--- config.mk ---
export PLATFORM = sky130hd
export DESIGN_NAME = bus_control
export DESIGN_NICKNAME = d
export VERILOG_FILES = /design/src/rtl/bus_control.sv
export SDC_FILE = /design/constraint.sdc
export NUM_CORES = 1
export LEC_CHECK = 0
export ABC_AREA = 1
export CORE_AREA = 5 5 100 102
export DETAILED_ROUTE_END_ITERATION = 16
export DIE_AREA = 0 0 105 107
export GPL_TIMING_DRIVEN = 1
export PLACE_DENSITY = 0.64
export SYNTH_ARGS = -nofsm -noshare
export SYNTH_HDL_FRONTEND = slang
export SYNTH_SLANG_ARGS = --single-unit
--- constraint.sdc ---
create_clock -name clk -period 2.9 [get_ports clk]
set_input_delay 0.58 -clock clk [delete_from_list [all_inputs] [get_ports clk]]
set_output_delay 0.58 -clock clk [all_outputs]
set_load 0.005 [all_outputs]
--- src/rtl/bus_control.sv ---
// AHB-Lite single-master interconnect.
// Broadcasts the master's address/control/write data to every slave, decodes
// the address-phase address into a one-hot HSEL, and returns the data-phase
// slave's HRDATA/HREADYOUT/HRESP to the master and the shared HREADY line.
// The highest-index slave is the default region for every unmapped address.
module bus_control #(
  parameter int                           SLAVE_COUNT = 2,
  // Exclusive upper bounds, strictly increasing; entry i ends slave i.
  parameter logic [(SLAVE_COUNT-1)*32-1:0] ADDR_MAP   = {32'd2048}
) (
  input  logic                      clk,
  input  logic                      rst,
  // Master side
  input  logic [31:0]               m_addr,
  input  logic                      m_write,
  input  logic [2:0]                m_size,
  input  logic [2:0]                m_burst,
  input  logic [3:0]                m_prot,
  input  logic [1:0]                m_trans,
  input  logic                      m_mastlock,
  input  logic [31:0]               m_wdata,
  output logic [31:0]               m_rdata,
  output logic                      m_ready,
  output logic                      m_resp,
  // Slave side
  output logic [31:0]               s_addr,
  output logic                      s_write,
  output logic [2:0]                s_size,
  output logic [2:0]                s_burst,
  output logic [3:0]                s_prot,
  output logic [1:0]                s_trans,
  output logic                      s_mastlock,
  output logic [31:0]               s_wdata,
  output logic                      s_ready,
  output logic [SLAVE_COUNT-1:0]    s_sel,
  input  logic [SLAVE_COUNT*32-1:0] s_rdata,
  input  logic [SLAVE_COUNT-1:0]    s_readyout,
  input  logic [SLAVE_COUNT-1:0]    s_resp
);

  localparam int                IDX_W       = (SLAVE_COUNT > 1) ? $clog2(SLAVE_COUNT) : 1;
  localparam logic [IDX_W-1:0] DEFAULT_IDX = IDX_W'(SLAVE_COUNT - 1);

  logic [IDX_W-1:0] dec_idx;
  logic [IDX_W-1:0] dsel_q, dsel_d;
  logic [31:0]      rdata_arr [SLAVE_COUNT];

  // Map an address to its slave index. Scanning the bounds from the top down
  // leaves the lowest region whose bound exceeds the address; anything at or
  // above the last bound falls through to the default slave.
  function automatic logic [IDX_W-1:0] decode(input logic [31:0] addr);
    logic [IDX_W-1:0] idx;
    idx = DEFAULT_IDX;
    for (int i = SLAVE_COUNT - 2; i >= 0; i--) begin
      if (addr < ADDR_MAP[32*i +: 32]) idx = IDX_W'(i);
    end
    return idx;
  endfunction

  // Master address and control reach every slave with no added latency.
  assign s_addr     = m_addr;
  assign s_write    = m_write;
  assign s_size     = m_size;
  assign s_burst    = m_burst;
  assign s_prot     = m_prot;
  assign s_trans    = m_trans;
  assign s_mastlock = m_mastlock;
  assign s_wdata    = m_wdata;

  // Address decode depends on the address alone, not on HTRANS.
  assign dec_idx = decode(m_addr);

  // One-hot HSEL from the decoded index.
  always_comb begin
    // NOTE: every variable assigned in always_comb gets a default first so no
    // path leaves it unassigned, which would otherwise infer a latch.
    s_sel          = '0;
    s_sel[dec_idx] = 1'b1;
  end

  // Unpack the flat read-data bus so the data-phase mux is a plain index.
  always_comb begin
    for (int i = 0; i < SLAVE_COUNT; i++) begin
      rdata_arr[i] = s_rdata[32*i +: 32];
    end
  end

  // Data-phase mux driven by the registered data-phase index.
  assign m_rdata = rdata_arr[dsel_q];
  assign m_ready = s_readyout[dsel_q];
  assign m_resp  = s_resp[dsel_q];
  assign s_ready = m_ready;

  // The address phase becomes the data phase only when the bus is ready;
  // during wait states (including the first cycle of an ERROR) it holds.
  assign dsel_d = m_ready ? dec_idx : dsel_q;

  // Data-phase index register; reset parks it on the default slave.
  always_ff @(posedge clk or negedge rst) begin
    // NOTE: sequential state is updated with non-blocking assignments so every
    // register samples pre-edge values regardless of statement order.
    if (!rst) begin
      dsel_q <= DEFAULT_IDX;
    end else begin
      dsel_q <= dsel_d;
    end
  end

endmodule

==> flow_summary.toml, run 1 <==
[status]
status = "completed"

[timing]
rsz0062_at_grt = "no"
period_needed_ps = 2600
finalHoldViolations = 0
relSlewSlack_pct = 60.8
slew_violations = 0
clock.fmax_ghz = 0.385
skew_ps = 0
fin_setup_tns_ps = 0
period_share_pct = 89.7
setup_viol = 0
worst_pin_slew_ps = 588

[pwr]
combPwrFrac_pct = 95.6
powerDensity_nw_per_um2 = 211
seqPwrFrac_pct = 4.4
p_sw_w = 0.000152
swShare_pct = 33.5
p_leak_nw = 0.948
share_clk_of_total_power_pct = 0
max-vdd-ir-drop_mv = 0.0879
p_int_w = 0.000302

[global_routing]
antenna_found_initial = 0
gr-usage-met3_pct = 3.31
grt_use_total_pct = 7.06
use_met1_pct = 7.01
globalRouteOverflowTotal = 0
use_met2_pct = 12.9
grt_first_pass_wirelength_um = 6920
grt_max_degree = 35
grt.busiest_layer = "met2"
grt_pass1_vias = 1496

[synth]
synthTopCellsByArea = "buf_4 53%, nand2_1 34%, nor2_1 3.5%, dfstp_2 2.3%, nor2_2 2.1%"
yosysSeqAreaShare_pct = 2.26
ys_ff_latch = 1
syn_area_um2 = 1160
ys_warn_count = 0
synth_top_area_share_pct = 53.5
synth_cell_types = 10
syn-num-nets = 363
yosysTopAreaCell = "buf_4"
syn_avg_cell_area_um2 = 5.42
synthCells = 215

[placed_design]
dp_hpwl_um = 3950
dp.cells = 389
gp_congestion = 0.704
place_area_um2 = 2160
numPortBuffers = 148

[worst_hold_path]
min_path_type = "input port to async pin"

[cts]
cts_hold_buf = 0
cts_setup_buffers = 0
cts-resized-gates = 0
clock_latency_ps = 0
clkSlewWorstSetupHoldPaths_ps = 0

[floorplan]
die_y_um = 107
dieWidth_um = 105
initial_core_util_pct = 12.9
row_count = 35
core_area_um2 = 9020
io_pins = 263
dieArea_um2 = 11200

[finish]
drive_above_1_share_pct = 3.24
largest_reg_flops = 1
final_nets = 428
reg_top3 = "dsel_q: 1 flops"
area_growth_pct = 85.2
fillers = 1021
fin_cells = 389
design_area_um2 = 2160
regMostFlops = "dsel_q"
antenna_cells = 0

[worst_setup_path]
crit_fanout = 3
endpoint_kind = "output port"
critPathKind = "input port to output port"
worstPathArrival_ps = 2020
start_kind = "input port"
required_ps = 2320

[drt]
first_iter_violations = 51
ant_nets = 0
wl_per_cell_um = 11.5
dr.pass1.iters = 4
wl_um = 4490
drcViolationCount = 0
vias = 1362
drt-vias-per-instance = 3.50

[run]
max-cap-violations = 0
==> metrics by stage <==
| stage | hold slack (ps) | utilization (%) | power (W) | setup WS [ps] |
|---|---|---|---|---|
| 3_5_place_dp | 904 | 23.9 | 0.000462 | 291 |
| 3_3_place_gp | 902 | 23.9 | 0.000460 | 282 |
| 5_1_grt | 922 | 23.9 | 0.000498 | 204 |
| 6_report | 903 | 23.9 | 0.000454 | 299 |
| 2_1_floorplan | 432 | - | 0.000233 | 1190 |
| 4_1_cts | 904 | 23.9 | 0.000466 | 278 |
==> layout by cell type, fill, tap and decap left out <==
cell type        synthesis  final
clkdlybuf4s50_1          0    148
inv_2                    1      1
nand2_1                106    106
or2_1                    1      1
inv_1                    3      3
nor2_1                  11     11
dfstp_2                  1      1
nand3_2                  1      1
nor2_2                   4      4
buf_4                   83      2
==> final cells by class <==
class                      instances  area (um2)  area share (%)
sequential                         1        26.3            1.22
multi-input combinational        123         480            22.3
tap                              111         139            6.44
inverter                           4        15.0           0.696
timing repair buffer             150        1500            69.4
==> worst max-delay path: stages <==
cell and delay, ps:
clkdlybuf4s50_1 410, or2_1 240, nor2_2 120, nand3_2 100, inv_1 60, clkdlybuf4s50_1 500
==> cells by family (layout without fill, tap and decap cells) <==
family,Yosys count,after routing,share of synthesized area (%)
simple gates,123,123,41.2
buf+inv,91,154,56.5
flops,1,1,2.26
==> Yosys cell counts <==
cell	instances
nand3_2	1
inv_1	3
buf_4	83
nor2_1	11
dfstp_2	1
nand2_1	106
or2_1	1
nor2_2	4
inv_2	1
buf_2	4
==> worst paths after layout <==
check | startpoint | to | slack, ps | cells past startpoint
hold / removal | rst | dsel_q | 900 | 1
hold reg to reg | dsel_q | dsel_q | 910 | 5
setup / recovery | m_addr[29] | s_sel[0] | 300 | 6
setup reg to reg | dsel_q | dsel_q | 1660 | 5
min in group clk | dsel_q | dsel_q | 910 | 5
max in group asynchronous | rst | dsel_q | 1980 | 1
==> power groups by stage <==
stage | Combinational (W) | Sequential, W | Clock (W)
CTS | 0.000445 | 0.0000203 | 0
global route | 0.000478 | 0.0000208 | 0
detailed placement | 0.000442 | 0.0000203 | 0
finish | 0.000435 | 0.0000199 | 0
global placement | 0.000440 | 0.0000203 | 0
floorplan | 0.000215 | 0.0000177 | 0
==> per-layer routing <==
layer,wire length (um),up-vias,share of wire (%)
met5,0,-,0
met4,149,0,3.3
met3,639,22,14
met2,2200,102,49
met1,1500,555,33
li1,-,683,-
(Power assumes the default switching activity.)
==> inputs of run 2 (changes only) <==
--- a/config.mk
+++ b/config.mk
@@ -10,6 +10,7 @@
 export DETAILED_ROUTE_END_ITERATION = 16
 export DIE_AREA = 0 0 105 107
 export GPL_TIMING_DRIVEN = 1
+export HOLD_SLACK_MARGIN = 0.06
 export PLACE_DENSITY = 0.64
 export SYNTH_ARGS = -nofsm -noshare
 export SYNTH_HDL_FRONTEND = slang
==> results of run 2 <==
Same layout as run 1: the final DEF is identical, and so are final timing and power.
==> inputs of run 3 (changes only) <==
--- a/config.mk
+++ b/config.mk
@@ -7,6 +7,7 @@
 export LEC_CHECK = 0
 export ABC_AREA = 1
 export CORE_AREA = 5 5 100 102
+export CTS_BUF_LIST = sky130_fd_sc_hd__clkbuf_16
 export DETAILED_ROUTE_END_ITERATION = 16
 export DIE_AREA = 0 0 105 107
 export GPL_TIMING_DRIVEN = 1
==> results of run 3 <==
Same layout as run 1: the final DEF is identical, and so are final timing and power.
